### config.mk
export PLATFORM = sky130hd
export DESIGN_NAME = feed_arbiter_flat
export DESIGN_NICKNAME = d
export VERILOG_FILES = /design/src/rtl/feed_arbiter_if.sv /design/src/rtl/feed_arbiter.sv /design/src/flat_wrapper.sv
export SDC_FILE = /design/constraint.sdc
export NUM_CORES = 1
export LEC_CHECK = 0
export CAP_MARGIN = 20
export CELL_PAD_IN_SITES_DETAIL_PLACEMENT = 1
export CELL_PAD_IN_SITES_GLOBAL_PLACEMENT = 1
export CORE_MARGIN = 4
export CORE_UTILIZATION = 29
export DETAILED_ROUTE_END_ITERATION = 10
export PLACE_DENSITY = 0.82
export SLEW_MARGIN = 20
export SYNTH_ARGS = -nofsm -noshare
export SYNTH_HDL_FRONTEND = slang
export SYNTH_SLANG_ARGS = --single-unit
### constraint.sdc
create_clock -name clk -period 2.1 [get_ports clk]
set_clock_uncertainty 0.1 [all_clocks]
set_input_delay 0.21 -clock clk [delete_from_list [all_inputs] [get_ports clk]]
set_output_delay 0.21 -clock clk [all_outputs]
set_load 0.02 [all_outputs]
### src/rtl/feed_arbiter_if.sv
// Stream bundle for feed_arbiter: two Avalon-ST feeds in, one merged Avalon-ST stream out,
// plus grant/drop/watchdog status. slave = arbiter side, master = environment side.
interface feed_arbiter_if #(
   parameter int C_PKT_BEAT_BYTES = 8
);
   localparam int W = C_PKT_BEAT_BYTES * 8;
   localparam int E = $clog2(C_PKT_BEAT_BYTES);

   logic [1:0]     in_ready;
   logic [1:0]     in_valid;
   logic [1:0]     in_startofpacket;
   logic [1:0]     in_endofpacket;
   logic [1:0]     in_error;
   logic [2*W-1:0] in_data;
   logic [2*E-1:0] in_empty;

   logic           out_ready;
   logic           out_valid;
   logic           out_startofpacket;
   logic           out_endofpacket;
   logic           out_error;
   logic [W-1:0]   out_data;
   logic [E-1:0]   out_empty;

   logic [1:0]     grant;
   logic           drop_pulse;
   logic           wdog_abort;

   modport slave (
      input  in_valid, in_startofpacket, in_endofpacket, in_error, in_data, in_empty, out_ready,
      output in_ready, out_valid, out_startofpacket, out_endofpacket, out_error, out_data,
             out_empty, grant, drop_pulse, wdog_abort
   );

   modport master (
      output in_valid, in_startofpacket, in_endofpacket, in_error, in_data, in_empty, out_ready,
      input  in_ready, out_valid, out_startofpacket, out_endofpacket, out_error, out_data,
             out_empty, grant, drop_pulse, wdog_abort
   );
endinterface

### src/rtl/feed_arbiter.sv
// Packet-atomic round-robin merge of two Avalon-ST feeds through a single output register.
// Define FEED_ARBITER_WDOG_EN to compile in the stall watchdog that aborts a hung packet.
module feed_arbiter #(
   parameter int C_PKT_BEAT_BYTES = 8,
   parameter int C_WDOG_CYCLES    = 1024
) (
   input logic           clk,
   input logic           reset_n,
   feed_arbiter_if.slave bus
);
   localparam int W = C_PKT_BEAT_BYTES * 8;
   localparam int E = $clog2(C_PKT_BEAT_BYTES);

   typedef enum logic [1:0] {S_IDLE, S_PASS, S_FLUSH} state_e;

   typedef struct packed {
      logic [W-1:0] data;
      logic [E-1:0] empty;
      logic         sop;
      logic         eop;
      logic         err;
   } beat_t;

   state_e     state_q, state_d;
   logic [1:0] grant_q, grant_d;
   logic       last_q, last_d;     // index of the feed granted most recently
   logic       first_q, first_d;
   logic       out_valid_q, out_valid_d;
   beat_t      out_q, out_d;
   logic       drop_q, drop_d;
   logic       wdog_q, wdog_d;

   beat_t      g_beat;
   logic       g_valid;
   logic       can_take;
   logic       accept;
   logic       win;
   logic       wdog_fire;
   logic [1:0] sop_req;
   logic [1:0] ready;

   always_comb begin : granted_feed
      g_valid      = grant_q[1] ? bus.in_valid[1]         : bus.in_valid[0];
      g_beat.data  = grant_q[1] ? bus.in_data[2*W-1:W]    : bus.in_data[W-1:0];
      g_beat.empty = grant_q[1] ? bus.in_empty[2*E-1:E]   : bus.in_empty[E-1:0];
      g_beat.sop   = grant_q[1] ? bus.in_startofpacket[1] : bus.in_startofpacket[0];
      g_beat.eop   = grant_q[1] ? bus.in_endofpacket[1]   : bus.in_endofpacket[0];
      g_beat.err   = grant_q[1] ? bus.in_error[1]         : bus.in_error[0];
   end

   assign can_take = bus.out_ready | ~out_valid_q;
   assign sop_req  = bus.in_valid & bus.in_startofpacket;
   assign win      = (sop_req == 2'b11) ? ~last_q : sop_req[1];
   assign accept   = |(bus.in_valid & ready);

   // Output process: sop beats wait in IDLE while arbitration registers the grant.
   always_comb begin : ready_out
      // NOTE: every combinational output gets a default first, so no latch is inferred.
      ready = 2'b00;
      case (state_q)
         S_IDLE:  ready = bus.in_valid & ~bus.in_startofpacket;
         S_PASS:  ready = grant_q & {2{can_take}};
         S_FLUSH: ready = grant_q;
         default: ready = 2'b00;
      endcase
      if (!reset_n) ready = 2'b00;
   end

`ifdef FEED_ARBITER_WDOG_EN
   localparam int CW = $clog2(C_WDOG_CYCLES + 1);

   logic [CW-1:0] wdog_cnt_q, wdog_cnt_d;

   // Saturates at the limit until the output register can take the abort beat.
   always_comb begin : wdog_next
      wdog_cnt_d = wdog_cnt_q;
      wdog_fire  = 1'b0;
      if (state_q != S_PASS || accept) begin
         wdog_cnt_d = '0;
      end else if (!g_valid) begin
         if (wdog_cnt_q >= CW'(C_WDOG_CYCLES - 1)) begin
            if (can_take) begin
               wdog_fire  = 1'b1;
               wdog_cnt_d = '0;
            end
         end else begin
            wdog_cnt_d = wdog_cnt_q + 1'b1;
         end
      end
   end

   always_ff @(posedge clk or negedge reset_n) begin
      if (!reset_n) wdog_cnt_q <= '0;
      else          wdog_cnt_q <= wdog_cnt_d;
   end
`else
   assign wdog_fire = 1'b0;
`endif

   always_comb begin : next_state
      state_d     = state_q;
      grant_d     = grant_q;
      last_d      = last_q;
      first_d     = first_q;
      out_valid_d = out_valid_q & ~bus.out_ready;
      out_d       = out_q;
      drop_d      = 1'b0;
      wdog_d      = 1'b0;
      case (state_q)
         S_IDLE: begin
            drop_d = accept;
            if (|sop_req) begin
               grant_d = win ? 2'b10 : 2'b01;
               last_d  = win;
               first_d = 1'b1;
               state_d = S_PASS;
            end
         end
         S_PASS: begin
            if (accept) begin
               out_valid_d = 1'b1;
               out_d       = g_beat;
               out_d.err   = g_beat.err | (g_beat.sop & ~first_q);
               first_d     = 1'b0;
               if (g_beat.eop) begin
                  state_d = S_IDLE;
                  grant_d = 2'b00;
               end
            end else if (wdog_fire) begin
               out_valid_d = 1'b1;
               out_d       = '{data: '0, empty: E'(C_PKT_BEAT_BYTES - 1), sop: 1'b0, eop: 1'b1, err: 1'b1};
               wdog_d      = 1'b1;
               state_d     = S_FLUSH;
            end
         end
         S_FLUSH: begin
            drop_d = accept;
            if (accept && g_beat.eop) begin
               state_d = S_IDLE;
               grant_d = 2'b00;
            end
         end
         default: state_d = S_IDLE;
      endcase
   end

   always_ff @(posedge clk or negedge reset_n) begin
      if (!reset_n) begin
         state_q     <= S_IDLE;
         grant_q     <= 2'b00;
         last_q      <= 1'b1;
         first_q     <= 1'b0;
         out_valid_q <= 1'b0;
         out_q       <= '0;
         drop_q      <= 1'b0;
         wdog_q      <= 1'b0;
      end else begin
         // NOTE: non-blocking assignments so every flop samples pre-edge values.
         state_q     <= state_d;
         grant_q     <= grant_d;
         last_q      <= last_d;
         first_q     <= first_d;
         out_valid_q <= out_valid_d;
         out_q       <= out_d;
         drop_q      <= drop_d;
         wdog_q      <= wdog_d;
      end
   end

   assign bus.in_ready          = ready;
   assign bus.out_valid         = out_valid_q;
   assign bus.out_data          = out_q.data;
   assign bus.out_empty         = out_q.empty;
   assign bus.out_startofpacket = out_q.sop;
   assign bus.out_endofpacket   = out_q.eop;
   assign bus.out_error         = out_q.err;
   assign bus.grant             = grant_q;
   assign bus.drop_pulse        = drop_q;
   assign bus.wdog_abort        = wdog_q;
endmodule

### src/flat_wrapper.sv
// flat-port wrapper written by rule: the top's interface ports become plain ports
module feed_arbiter_flat 
#(
   parameter int C_PKT_BEAT_BYTES = 8,
   parameter int C_WDOG_CYCLES    = 1024
)
  (clk, reset_n, bus_in_valid, bus_in_startofpacket, bus_in_endofpacket, bus_in_error, bus_in_data, bus_in_empty, bus_out_ready, bus_in_ready, bus_out_valid, bus_out_startofpacket, bus_out_endofpacket, bus_out_error, bus_out_data, bus_out_empty, bus_grant, bus_drop_pulse, bus_wdog_abort);
  feed_arbiter_if #(.C_PKT_BEAT_BYTES(C_PKT_BEAT_BYTES)) bus_i ();
  input logic clk;
  input logic reset_n;
  input wire logic [$bits(bus_i.in_valid)-1:0] bus_in_valid;
  input wire logic [$bits(bus_i.in_startofpacket)-1:0] bus_in_startofpacket;
  input wire logic [$bits(bus_i.in_endofpacket)-1:0] bus_in_endofpacket;
  input wire logic [$bits(bus_i.in_error)-1:0] bus_in_error;
  input wire logic [$bits(bus_i.in_data)-1:0] bus_in_data;
  input wire logic [$bits(bus_i.in_empty)-1:0] bus_in_empty;
  input wire logic [$bits(bus_i.out_ready)-1:0] bus_out_ready;
  output wire logic [$bits(bus_i.in_ready)-1:0] bus_in_ready;
  output wire logic [$bits(bus_i.out_valid)-1:0] bus_out_valid;
  output wire logic [$bits(bus_i.out_startofpacket)-1:0] bus_out_startofpacket;
  output wire logic [$bits(bus_i.out_endofpacket)-1:0] bus_out_endofpacket;
  output wire logic [$bits(bus_i.out_error)-1:0] bus_out_error;
  output wire logic [$bits(bus_i.out_data)-1:0] bus_out_data;
  output wire logic [$bits(bus_i.out_empty)-1:0] bus_out_empty;
  output wire logic [$bits(bus_i.grant)-1:0] bus_grant;
  output wire logic [$bits(bus_i.drop_pulse)-1:0] bus_drop_pulse;
  output wire logic [$bits(bus_i.wdog_abort)-1:0] bus_wdog_abort;
  assign bus_i.in_valid = bus_in_valid;
  assign bus_i.in_startofpacket = bus_in_startofpacket;
  assign bus_i.in_endofpacket = bus_in_endofpacket;
  assign bus_i.in_error = bus_in_error;
  assign bus_i.in_data = bus_in_data;
  assign bus_i.in_empty = bus_in_empty;
  assign bus_i.out_ready = bus_out_ready;
  assign bus_in_ready = bus_i.in_ready;
  assign bus_out_valid = bus_i.out_valid;
  assign bus_out_startofpacket = bus_i.out_startofpacket;
  assign bus_out_endofpacket = bus_i.out_endofpacket;
  assign bus_out_error = bus_i.out_error;
  assign bus_out_data = bus_i.out_data;
  assign bus_out_empty = bus_i.out_empty;
  assign bus_grant = bus_i.grant;
  assign bus_drop_pulse = bus_i.drop_pulse;
  assign bus_wdog_abort = bus_i.wdog_abort;
  feed_arbiter #(.C_PKT_BEAT_BYTES(C_PKT_BEAT_BYTES), .C_WDOG_CYCLES(C_WDOG_CYCLES)) u_core (.clk(clk), .reset_n(reset_n), .bus(bus_i));
endmodule
==> results.yml <==
global_routing:
  grt_pass1_vias: 3581
  grt.overflow.total: 0
  grt_max_degree: 39
  antenna_found_initial: 0
  grt_use_total_pct: 16.37
  grt_pass1_wl_mm: 19.02
synthesis:
  syn_nets: 414
  ys_seq_area_share_pct: 50.29
  async_flop_share_pct: 100.0
  ys.flop_type: "dfrtp_1"
  synth_edf_count: 0
  postSynthCellCount: 269
  syn_area_per_cell_um2: 14.25
  synth_seq_cells: 77
  ys_warn_count: 0
  synth_area_um2: 3834
  ys_types: 34
critical_path:
  critPathBufInv: 2
  cpMaxStageDelayCell: "clkdlybuf4s50_1"
  critPathLaunchType: "flop"
  crit_family: "buffers and inverters"
  r2r-start: "u_core.state_q[0]$_DFFE_PN0P_"
  max_stage_delay_ns: 0.65
  reg2regPathDepth: 4
  r2r-end: "u_core.bus.out_data[15]$_DFFE_PN0P_"
  arrival_ns: 1.68
  crit_fanout: 38
  critPathLaunch: "u_core.bus.grant[1]$_DFFE_PN0P_"
  path_class: "reg -> out"
  reg2reg_slack_ns: 0.24
  crit_chain: "buf_12 -> clkdlybuf4s50_1"
  cp-end-kind: "output pin"
  path_depth: 2
  endpoint: "bus_grant[1]"
  cp.required_ns: 1.79
clock_network:
  cts_tree: "done"
  cts_buffers: 9
  htreeDepth: 3
  clock_sinks: 77
  path_clk_slew_ns: 0.06
  cts_root_buffer: "clkbuf_16"
  cts_buffer_depth: 2
  post-cts-setup-buffers: 0
  insertion_delay_ns: 0.33
route:
  avgRoutedWirePerCell_um: 18.36
  via_count: 3055
  ant_nets: 0
  vias_per_cell: 4.553
  met1_length_mm: 4.560
  wl_met3_um: 926
  first_pass_iters: 4
  top_layer_used: "met4"
  wirelength_mm: 12.32
  route.met2.wl_mm: 6.661
  drt_iter0_drc: 83
  drc_errors: 0
job:
  maxCapViolations: 0
pwr:
  p_clk_share_pct: 15.9
  power_per_cell_area_nw_per_um2: 1378
  combPwrFrac_pct: 54.5
  ir_worst_vdd_v: 0.0005192
  cellLeakagePower_nw: 2.612
  p_seq_share_pct: 29.5
  p_switching_mw: 3.211
  power.internal_mw: 5.798
  finalPower_mw: 9.008
  sw_frac_of_total_pct: 35.64
timing:
  fin_ws_ns: 0.1128
  timing.hold.ws_ns: 0.1479
  slew_viol_final: 0
  finalCritPeriodShare_pct: 94.63
  finalCriticalPeriod_ns: 1.987
  clock.fmax_mhz: 503.2
  hold_violations: 0
  finalSetupViolations: 0
  rsz0062_at_grt: "false"
final_layout:
  final_common_cell: "clkdlybuf4s50_1"
  nets: 639
  area_delta_synth_final_pct: 70.53
  most-common-layout-cells: "217 x clkdlybuf4s50_1, 127 x mux2_2, 75 x dfrtp_1"
  num-fill-cells: 1298
  drive_gt1_share_pct: 31.06
  antenna_cells: 0
die:
  pin_count: 222
  die_y_um: 123.0
  dieArea_um2: 15120
  die_x_um: 123.0
  start_util_pct: 30.01
  rows: 41
  core_um2: 12770
worst_hold_path:
  min_path_type: "in -> async"
run_status:
  status: "finished, final reports clean"
place:
  finalWeightedCongestion: 0.8357
  io_buffers: 220
  dp_hpwl_mm: 9.829
  place_ws_ns: -0.08211
[layer usage]
| metal | vias up | track usage, % |
|---|---|---|
| met3 | 14 | 5.489 |
| li1 | 1429 | - |
| met1 | 1493 | 17.22 |
| met2 | 119 | 30.68 |
| met4 | 0 | 5.121 |
| met5 | - | 0 |
[how the worst min path moves through the flow]
| stage | end | slack, ns | depth (start not counted) | start |
|---|---|---|---|---|
| final | u_core.bus.out_endofpacket$_DFFE_PN0P_ | 0.15 | 2 | reset_n |
| after CTS | u_core.bus.out_error$_DFFE_PN0P_ | 0.14 | 2 | reset_n |
| after global placement | u_core.bus.out_error$_DFFE_PN0P_ | -0.05 | 1 | reset_n |
| after floorplan | u_core.bus.drop_pulse$_DFF_PN0_ | -0.19 | 0 | reset_n |
| after global routing | u_core.bus.out_data[24]$_DFFE_PN0P_ | 0.15 | 2 | reset_n |
| after detailed placement | u_core.bus.drop_pulse$_DFF_PN0_ | -0.05 | 1 | reset_n |
[final cells by class]
type / instances / area, µm² / share of cell area [%]
timing repair buffer: 231 / 2320 / 35.48
inverter: 4 / 15.01 / 0.2297
multi-input combinational: 171 / 1785 / 27.31
clock buffer: 15 / 267.8 / 4.096
sequential: 77 / 1929 / 29.51
clock inverter: 1 / 5.005 / 0.07656
tap: 172 / 215.2 / 3.292
[sequential cells by signal (all words and copies together), names as in the netlist]
name,flops
u_core.state_q,1
u_core.bus.out_data,64
u_core.bus.out_startofpacket,1
u_core.bus.out_endofpacket,1
u_core.bus.out_error,1
u_core.bus.out_empty,3
u_core.last_q,1
u_core.bus.grant,2
u_core.bus.out_valid,1
u_core.first_q,1
u_core.bus.drop_pulse,1
[repair_timing]
| item | CTS | global route |
|---|---|---|
| hold buffers | 1 | 0 |
| hold endpoints to repair | 76 | 0 |
| gates resized for setup | 2 | 0 |
| endpoints found under the setup margin | 2 | 0 |
[power groups by stage]
stage | Combinational, mW | Sequential [mW] | Clock [mW]
after global placement | 4.85 | 2.62 | 0
after detailed placement | 4.99 | 2.69 | 0
final | 4.91 | 2.66 | 1.43
after CTS | 5.00 | 2.68 | 1.49
after global routing | 5.20 | 2.78 | 1.55
after floorplan | 1.81 | 3.51 | 0
[through the flow]
step	util, %	TNS (ns)	cell area (µm²)	cells
global placement	48.99	-1.618	6257	654
floorplan	-	0	3834	269
detailed placement	48.99	-2.559	6257	654
global route	51.18	0	6538	671
CTS	51.18	0	6538	671
finish	51.18	0	6538	671
[kinds of logic (layout without fill, tap and decap cells)]
family / count (synthesis) / after routing / share of synthesized area (%)
compound gates: 18 / 18 / 3.688
buf+inv: 21 / 251 / 3.133
flops: 77 / 77 / 50.29
mux: 137 / 137 / 40.21
other cells: 1 / 1 / 0.09782
simple gates: 15 / 15 / 2.579
[cells in the mapped netlist, types with 2 or more instances]
master	number	area, µm²
o21a_1	2	15.01
buf_2	3	15.01
a21oi_1	4	20.02
clkbuf_1	4	15.01
nor2b_1	2	12.51
nor3b_1	2	15.01
dfrtp_1	76	1902
mux2_1	9	101.4
mux2_2	127	1430
buf_1	2	7.510
nand2_1	3	11.26
buf_4	6	45.04
a211oi_1	2	15.01
inv_1	4	15.01
a21o_1	2	15.01
o31ai_1	2	15.01
buf_6	2	22.52
Note: power is estimated with default switching activity, not from simulation.
